===== src/rtl/wave_conditioner_if.sv =====
// Signal bundle between the frequency-meter input front end and its user.
// master: drives the raw waves and controls; slave: the conditioner itself.
interface wave_conditioner_if;
  localparam int unsigned CNT_W = 32;

  logic             A;
  logic             B;
  logic             en;
  logic             cnt_clr;
  logic             A_clean;
  logic             B_clean;
  logic             A_rise;
  logic             A_fall;
  logic             B_rise;
  logic             B_fall;
  logic             A_lost;
  logic             B_lost;
  logic [CNT_W-1:0] edge_cnt_a;
  logic [CNT_W-1:0] edge_cnt_b;

  modport master (
    output A, B, en, cnt_clr,
    input  A_clean, B_clean, A_rise, A_fall, B_rise, B_fall,
    input  A_lost, B_lost, edge_cnt_a, edge_cnt_b
  );

  modport slave (
    input  A, B, en, cnt_clr,
    output A_clean, B_clean, A_rise, A_fall, B_rise, B_fall,
    output A_lost, B_lost, edge_cnt_a, edge_cnt_b
  );
endinterface


===== src/rtl/wave_conditioner.sv =====
// Input front end of the frequency meter: per channel (A, B) a synchroniser,
// glitch filter, registered rise/fall pulses and a loss-of-signal watchdog.
// Optional rising-edge counters are built when WAVE_COND_STATS_EN is defined;
// otherwise edge_cnt_a/edge_cnt_b read 0 and cnt_clr is ignored.
module wave_conditioner #(
  parameter int unsigned SYNC_STAGES = 2,
  parameter int unsigned FILT_LEN    = 4,
  parameter int unsigned TIMEOUT     = 50000000
) (
  input  logic              clk,
  input  logic              rst_n,
  wave_conditioner_if.slave bus
);

  localparam int unsigned NCH   = 2;
  localparam int unsigned FC_W  = 8;
  localparam int unsigned FCX_W = FC_W + 1;
  localparam int unsigned WD_W  = 32;
  localparam int unsigned CNT_W = 32;

  logic [NCH-1:0]   raw;
  logic [NCH-1:0]   clean_w;
  logic [NCH-1:0]   rise_w;
  logic [NCH-1:0]   fall_w;
  logic [NCH-1:0]   lost_w;
  logic [CNT_W-1:0] cnt_w [NCH];

  assign raw = {bus.B, bus.A};

  for (genvar ch = 0; ch < NCH; ch++) begin : g_ch
    logic [SYNC_STAGES-1:0] sync_q;
    logic [FC_W-1:0]        fc_q;
    logic                   clean_q;
    logic                   rise_q;
    logic                   fall_q;
    logic                   lost_q;
    logic [WD_W-1:0]        wd_q;
    logic [WD_W-1:0]        wd_nxt;
    logic                   s;
    logic                   flip;

    assign s = sync_q[SYNC_STAGES-1];

    // The clean level changes on the FILT_LEN-th consecutive differing sample.
    assign flip = bus.en && (s != clean_q) &&
                  ((FCX_W'(fc_q) + FCX_W'(1)) == FCX_W'(FILT_LEN));

    // Synchroniser chain; free-running whenever out of reset.
    always_ff @(posedge clk or negedge rst_n) begin
      if (!rst_n) begin
        sync_q <= '0;
      end else begin
        sync_q <= {sync_q[SYNC_STAGES-2:0], raw[ch]};
      end
    end

    // Glitch filter, clean level and single-cycle edge pulses.
    always_ff @(posedge clk or negedge rst_n) begin
      if (!rst_n) begin
        fc_q    <= '0;
        clean_q <= 1'b0;
        rise_q  <= 1'b0;
        fall_q  <= 1'b0;
      end else if (!bus.en) begin
        fc_q   <= '0;
        rise_q <= 1'b0;
        fall_q <= 1'b0;
      end else begin
        rise_q <= flip && s;
        fall_q <= flip && !s;
        if (flip || (s == clean_q)) begin
          fc_q <= '0;
        end else begin
          fc_q <= fc_q + FC_W'(1);
        end
        if (flip) begin
          clean_q <= s;
        end
      end
    end

    // Next watchdog value: cleared by a clean edge, otherwise saturating count.
    always_comb begin
      wd_nxt = wd_q;
      if (flip) begin
        wd_nxt = '0;
      end else if (wd_q < WD_W'(TIMEOUT)) begin
        wd_nxt = wd_q + WD_W'(1);
      end
    end

    // Watchdog counter and lost flag, both held at 0 while disabled.
    always_ff @(posedge clk or negedge rst_n) begin
      if (!rst_n) begin
        wd_q   <= '0;
        lost_q <= 1'b0;
      end else if (!bus.en) begin
        wd_q   <= '0;
        lost_q <= 1'b0;
      end else begin
        wd_q   <= wd_nxt;
        lost_q <= (wd_nxt == WD_W'(TIMEOUT));
      end
    end

`ifdef WAVE_COND_STATS_EN
    logic [CNT_W-1:0] cnt_q;

    // Rising-edge counter; a clear wins over a coincident rise.
    always_ff @(posedge clk or negedge rst_n) begin
      if (!rst_n) begin
        cnt_q <= '0;
      end else if (bus.cnt_clr) begin
        cnt_q <= '0;
      end else if (rise_q) begin
        cnt_q <= cnt_q + CNT_W'(1);
      end
    end

    assign cnt_w[ch] = cnt_q;
`else
    assign cnt_w[ch] = '0;
`endif

    assign clean_w[ch] = clean_q;
    assign rise_w[ch]  = rise_q;
    assign fall_w[ch]  = fall_q;
    assign lost_w[ch]  = lost_q;
  end

`ifndef WAVE_COND_STATS_EN
  logic unused_cnt_clr;
  assign unused_cnt_clr = bus.cnt_clr;
`endif

  assign bus.A_clean    = clean_w[0];
  assign bus.B_clean    = clean_w[1];
  assign bus.A_rise     = rise_w[0];
  assign bus.B_rise     = rise_w[1];
  assign bus.A_fall     = fall_w[0];
  assign bus.B_fall     = fall_w[1];
  assign bus.A_lost     = lost_w[0];
  assign bus.B_lost     = lost_w[1];
  assign bus.edge_cnt_a = cnt_w[0];
  assign bus.edge_cnt_b = cnt_w[1];

endmodule


===== src/flat_wrapper.sv =====
// flat-port wrapper written by rule: the top's interface ports become plain ports
module wave_conditioner_flat 
#(
  parameter int unsigned SYNC_STAGES = 2,
  parameter int unsigned FILT_LEN    = 4,
  parameter int unsigned TIMEOUT     = 50000000
)
  (clk, rst_n, bus_A, bus_B, bus_en, bus_cnt_clr, bus_A_clean, bus_B_clean, bus_A_rise, bus_A_fall, bus_B_rise, bus_B_fall, bus_A_lost, bus_B_lost, bus_edge_cnt_a, bus_edge_cnt_b);
  wave_conditioner_if bus_i ();
  input  logic clk;
  input  logic rst_n;
  input wire logic [$bits(bus_i.A)-1:0] bus_A;
  input wire logic [$bits(bus_i.B)-1:0] bus_B;
  input wire logic [$bits(bus_i.en)-1:0] bus_en;
  input wire logic [$bits(bus_i.cnt_clr)-1:0] bus_cnt_clr;
  output wire logic [$bits(bus_i.A_clean)-1:0] bus_A_clean;
  output wire logic [$bits(bus_i.B_clean)-1:0] bus_B_clean;
  output wire logic [$bits(bus_i.A_rise)-1:0] bus_A_rise;
  output wire logic [$bits(bus_i.A_fall)-1:0] bus_A_fall;
  output wire logic [$bits(bus_i.B_rise)-1:0] bus_B_rise;
  output wire logic [$bits(bus_i.B_fall)-1:0] bus_B_fall;
  output wire logic [$bits(bus_i.A_lost)-1:0] bus_A_lost;
  output wire logic [$bits(bus_i.B_lost)-1:0] bus_B_lost;
  output wire logic [$bits(bus_i.edge_cnt_a)-1:0] bus_edge_cnt_a;
  output wire logic [$bits(bus_i.edge_cnt_b)-1:0] bus_edge_cnt_b;
  assign bus_i.A = bus_A;
  assign bus_i.B = bus_B;
  assign bus_i.en = bus_en;
  assign bus_i.cnt_clr = bus_cnt_clr;
  assign bus_A_clean = bus_i.A_clean;
  assign bus_B_clean = bus_i.B_clean;
  assign bus_A_rise = bus_i.A_rise;
  assign bus_A_fall = bus_i.A_fall;
  assign bus_B_rise = bus_i.B_rise;
  assign bus_B_fall = bus_i.B_fall;
  assign bus_A_lost = bus_i.A_lost;
  assign bus_B_lost = bus_i.B_lost;
  assign bus_edge_cnt_a = bus_i.edge_cnt_a;
  assign bus_edge_cnt_b = bus_i.edge_cnt_b;
  wave_conditioner #(.SYNC_STAGES(SYNC_STAGES), .FILT_LEN(FILT_LEN), .TIMEOUT(TIMEOUT)) u_core (.clk(clk), .rst_n(rst_n), .bus(bus_i));
endmodule

===== config.mk =====
export PLATFORM = sky130hd
export DESIGN_NAME = wave_conditioner_flat
export DESIGN_NICKNAME = d
export VERILOG_FILES = /design/src/rtl/wave_conditioner_if.sv /design/src/rtl/wave_conditioner.sv /design/src/flat_wrapper.sv
export SDC_FILE = /design/constraint.sdc
export NUM_CORES = 1
export LEC_CHECK = 0
export CORE_UTILIZATION = 40
export DETAILED_ROUTE_END_ITERATION = 8
export GPL_TIMING_DRIVEN = 0
export PLACE_DENSITY = 0.74
export SETUP_SLACK_MARGIN = 0.4
export SYNTH_ARGS = -nofsm -noshare
export SYNTH_HDL_FRONTEND = slang
export SYNTH_SLANG_ARGS = --single-unit

===== constraint.sdc =====
create_clock -name clk -period 3.3 [get_ports clk]
set_input_delay 0.66 -clock clk [delete_from_list [all_inputs] [get_ports clk]]
set_output_delay 0.66 -clock clk [all_outputs]
set_load 0.05 [all_outputs]

# Word level (Yosys, flattened, before mapping)
# Index checks and enable logic that the tools add are counted.
dict set report totals {
  reg_bits 92
  inputBits 6
  elab_cells 60
}
dict set report classes {
  magnitude_cmp 2
  addsub 6
  n_reduce_logical 14
  n_eq_ne 8
  n_mux 16
}
# cell n
set op_table {}
lappend op_table {{$mux 32} 6}
lappend op_table {{$add 32x1->32 const B} 2}
lappend op_table {{$eq 32x26->1 const B} 2}
lappend op_table {{$lt 32x26->1 const B} 2}
lappend op_table {{$mux 8} 4}
lappend op_table {{$add 8x1->9 const B} 2}
lappend op_table {{$eq 9x3->1 const B} 2}
lappend op_table {{$add 8x1->8 const B} 2}
lappend op_table {{$logic_and 1x1->1} 8}
lappend op_table {{$mux 1} 6}
lappend op_table {{$reduce_and 2->1} 2}
lappend op_table {{$eq 1x1->1} 2}
lappend op_table {{$logic_not 1->1} 2}
lappend op_table {{$logic_or 1x1->1} 2}
lappend op_table {{$ne 1x1->1} 2}

# Depth between registers and ports, before layout
dict set report depth {
  ltp_word 6
  ltp_mapped 9
}

# Worst setup path after synthesis
# Ideal clock, no wire load.
dict set report synth_path {
  path_type {flip-flop to flip-flop}
  from {register u_core.g_ch[0].wd_q[13]}
  to {register u_core.g_ch[0].lost_q, in the netlist u_core.bus.A_lost}
  arrival_time_ns 2.331
  setup_time_ns 0.128
  path_stages_with_launch 9
  setup_slack_ns 0.841
  required_time_ns 3.172
  path_cell_list {dfrtp_1 -> nand4_1 -> or4_4 -> or4_1 -> buf_2 -> nand3_1 -> mux2_2 -> o2111ai_1 -> nor4_2}
}
dict set report synth_between {
  elab_chain_cells 5
  word_cells_on_any_way 6
}
# item line
set synth_rtl {}
lappend synth_rtl {{start: declaration} wave_conditioner.sv:37} ;# logic [WD_W-1:0] wd_q;
lappend synth_rtl {{start signal: assignment} wave_conditioner.sv:101} ;# wd_q <= wd_nxt;
lappend synth_rtl {{$add 32x1->32 / $lt 32x26->1 (equally long branches)} {wave_conditioner.sv:88, wave_conditioner.sv:87}}
lappend synth_rtl {{$mux 32 *} wave_conditioner.sv:87} ;# end else if (wd_q < WD_W'(TIMEOUT)) begin
lappend synth_rtl {{$mux 32 *} wave_conditioner.sv:85} ;# if (flip) begin
lappend synth_rtl {{$eq 32x26->1 *} wave_conditioner.sv:102} ;# lost_q <= (wd_nxt == WD_W'(TIMEOUT));
lappend synth_rtl {{$mux 1 *} wave_conditioner.sv:97} ;# end else if (!bus.en) begin
lappend synth_rtl {{end signal: assignment} wave_conditioner.sv:102}
lappend synth_rtl {{end: declaration} wave_conditioner.sv:36} ;# logic lost_q;
# Mark *: on every way between the ends. The rest lies on a longest branch, timed or not.
# A chain may end at the register's enable or synchronous reset.

# Worst setup path after layout
dict set report layout_path {
  from {register u_core.g_ch[1].wd_q[11]}
  to {register u_core.g_ch[1].lost_q, in the netlist u_core.bus.B_lost}
}
dict set report layout_between {
  elab_chain_cells 5
  word_cells_on_any_way 6
}
# item line
set layout_rtl {}
lappend layout_rtl {{start: declaration} wave_conditioner.sv:37}
lappend layout_rtl {{start signal: assignment} wave_conditioner.sv:101}
lappend layout_rtl {{$add 32x1->32 / $lt 32x26->1 (equally long branches)} {wave_conditioner.sv:88, wave_conditioner.sv:87}}
lappend layout_rtl {{$mux 32 *} wave_conditioner.sv:87}
lappend layout_rtl {{$mux 32 *} wave_conditioner.sv:85}
lappend layout_rtl {{$eq 32x26->1 *} wave_conditioner.sv:102}
lappend layout_rtl {{$mux 1 *} wave_conditioner.sv:97}
lappend layout_rtl {{end signal: assignment} wave_conditioner.sv:102}
lappend layout_rtl {{end: declaration} wave_conditioner.sv:36}
# Marks and branches as above.

==> summary.md <==
| Metric | Value |
|---|---|
| Status | complete, but fails checks |
| Failing checks | design-rule violations |
| Netlist Area Pre-Place | 5420 um^2 |
| Number of flip-flops in the largest register | 64 |
| DR vias/cell | 4.97 |
| Die Ht | 118 um |
| Total of fill cells in the finished design | 1255 |
| Iteration-0 DRC Markers | 349 |
| FFs w/ async S/R, synth | 100% |
| DR vias | 4332 |
| Area grow syn2layout | 19.4% |
| Slowest CP cell | or4_1 |
| YS warnings | 0 |
| H-tree levels | 3 |
| Largest Register | u_core.g_ch.wd_q |
| Wire per inst | 12.7 um |
| R2r setup slk | 0.52 ns |
| Yosys cell types | 60 |
| # rows | 42 |
| Slowest stage delay, CP | 0.57 ns |
| Clock share of power | 41.2% |
| Area share of the largest cell type after synthesis | 42.5% |
| Leakage | 3.02 nW |
| Top Family by Delay on Critical Path | simple AND/OR/NAND/NOR gates |
| Pwr Density | 392 nW/um^2 |
| Top post-synthesis cells by count | dfrtp_1 (92), nor2_1 (87), buf_4 (64) |
| Synthesized instance count | 594 |
| Crit path arrival time | 3.03 ns |
| Maxcap violations | 0 |
| DRT Pass-1 Iters | 7 |
| Hold/Removal Path Class | input port to asynchronous set/reset pin |
| Fin. Hold Viols | 0 |
| Hold-fix buffers, CTS | 0 |
| CP Launch Type | register |
| ANT nets after route | 0 |
| Combinational power share | 13.2% |
| Switching share of total power | 28.0% |
| Peak Freq | 359 MHz |
| CP Buf/Inv Count | 2 |
| Root Driver | clkbuf_16 |
| Crit-path max FO | 10 |
| Worst setup EP type | register |
| Seq cells post-synth | 92 |
| Max-slew violation count | 0 |
| Crit. path cell count | 9 |
| Worst slew pin tran | 0.664 ns |
| RSZ-0062 raised after global routing | yes |
| Synth area leader | dfrtp_1 |
| Port-buffer cells | 12 |
| Crit Path Class | register to register |
| TritonCTS Buffers | 9 |
| Final HPWL DP | 7820 um |
| Starting density of the core | 40.9% |
| R2R depth | 9 |
| Largest net degree at the start of global routing | 68 |
| Worst-skew pair later-pin latency | 0.35 ns |
| Synth area leaders | dfrtp_1 (42%), buf_4 (8.9%), nor2_1 (6.0%), xor2_1 (5.2%), xnor2_1 (4.5%) |
| Overall Global Routing Usage | 16.8% |
| Part of the cycle the worst path needs | 84.3% |
| Net Sw Power | 709 uW |
| DIE WIDTH | 118 um |
| Sequential element share of the synthesized area | 42.5% |
| Initial antenna violation count | 0 |
| Core Region | 13200 um^2 |
| Clock sinks | 92 |
| Mean cell area of the mapped netlist | 9.12 um^2 |
| Grt ovf | 0 |
| Share of cells above drive strength 1 | 18.1% |
| Vias in the first global route | 3804 |
| Tmin final | 2.78 ns |
| Max Root-Sink Buffers | 2 |
| P_int | 1.83 mW |
| Util after Layout | 48.9% |
| Post-detailed-routing wire length | 11100 um |
| Post-synth EDFFs | 0 |
| Most common cell in the netlist | dfrtp_1 |
| Gpl congestion | 0.862 |
| Synth Flop Type | dfrtp_1 |
| Number of diodes | 0 |
| Final setup violation count | 0 |
| Drc violations | 1 |
| Worst path required time | 3.55 ns |
| Clk_skew | 0.0100 ns |
| Worst-path clk slew | 0.07 ns |
| IO Count | 78 |
| CTS tree | yes |
| Nets | 701 |
| Setup TNS | 0 ns |
| Worst IR Drop VDD | 0.349 mV |
| Biggest regs | u_core.g_ch.wd_q x64, u_core.g_ch.fc_q x16, u_core.g_ch.sync_q x4 |
| Die Area | 14000 um^2 |
| Critical path, cell by cell | clkbuf_1 > or4_1 > nor2_2 > o311ai_2 > buf_2 > or3_1 > a21oi_1 > o2111ai_1 > nor4_2 |
| Worst slew margin | 55.4% |
| First-pass GRT wire length | 18700 um |
| Reg2Reg Launch Point | u_core.g_ch[1].wd_q[11] |
| Worst R2R End | u_core.bus.B_lost |
| Flop pwr share | 45.7% |
[stage by stage]
stage	setup WS (ns)	power (mW)	hold slack (ns)	std cells	area (um^2)
after floorplan	0.841	1.46	0.331	657	5660
after global placement	-1.89	1.51	0.334	845	6000
after detailed placement	0.359	1.51	0.336	846	6020
after CTS	0.413	2.56	0.223	862	6350
after global routing	0.333	2.64	0.237	872	6470
final	0.517	2.54	0.219	872	6470
[layout make-up]
type | instances | area, um^2 | share of cell area [%]
multi-input cells | 470 | 2810 | 43.4
flip-flops and latches | 92 | 2310 | 35.6
plain buffers | 88 | 589 | 9.10
clock buffers | 10 | 229 | 3.54
repair buffers | 23 | 220 | 3.40
well taps | 176 | 220 | 3.40
clock inverters | 6 | 71.3 | 1.10
inverters | 7 | 26.3 | 0.406
[power by group through the flow]
stage | clock (mW) | combinational [mW] | sequential, mW
final | 1.04 | 0.334 | 1.16
after global routing | 1.12 | 0.357 | 1.16
after global placement | 0 | 0.328 | 1.18
after detailed placement | 0 | 0.333 | 1.18
after floorplan | 0 | 0.272 | 1.19
after CTS | 1.07 | 0.334 | 1.16
[per-layer routing]
metal  vias to the layer above  GRT usage (%)  share of wire, %
met2                       112           24.3                45
met5                         -              0                 0
li1                       2169              -                 -
met3                        10           4.63               5.2
met1                      2041           23.7                48
met4                         0           6.72               1.6
[worst max-delay path by stage]
stage	endpoint	from	slack, ns
4_1_cts	u_core.bus.B_lost	u_core.g_ch[1].wd_q[11]	0.41
2_1_floorplan	u_core.bus.A_lost	u_core.g_ch[0].wd_q[13]	0.84
5_1_grt	u_core.bus.B_lost	u_core.g_ch[1].wd_q[11]	0.33
3_3_place_gp	u_core.g_ch[1].fc_q[6]	rst_n	-1.89
6_report	u_core.bus.B_lost	u_core.g_ch[1].wd_q[11]	0.52
3_5_place_dp	u_core.g_ch[1].wd_q[22]	bus_en	0.36
[cells in the final DEF, fill, tap and decap left out, types with 9 or more instances in the layout]
cell type and instances:
dfrtp_1 88, nor2_1 84, buf_4 75, conb_1 64
nand2_1 39, and3_1 32, xor2_1 32, nand3_1 30
xnor2_1 28, nand4_1 24, clkbuf_1 17, nor3_1 13
clkdlybuf4s50_1 11, nor4_1 9, a21oi_1 9, clkbuf_16 9
[timing repair]
action / in CTS / in global routing
endpoints found under the setup margin: 1 / 5
resized for setup: 3 / 19
pin swaps: 0 / 2
setup buffers: 0 / 10
endpoints found under the hold margin: 0 / 0
[kinds of logic after synthesis]
group,after synthesis,synth area share [%]
XOR/XNOR,60,9.70
multiplexers,3,0.600
buffers and inverters,95,11.2
AO/OA/AOI/OAI,55,7.59
adder cells (fa/ha/maj),4,0.923
other,1,0.0692
flip-flops,92,42.5
AND/OR/NAND/NOR,284,27.4
(Power assumes the default switching activity.)
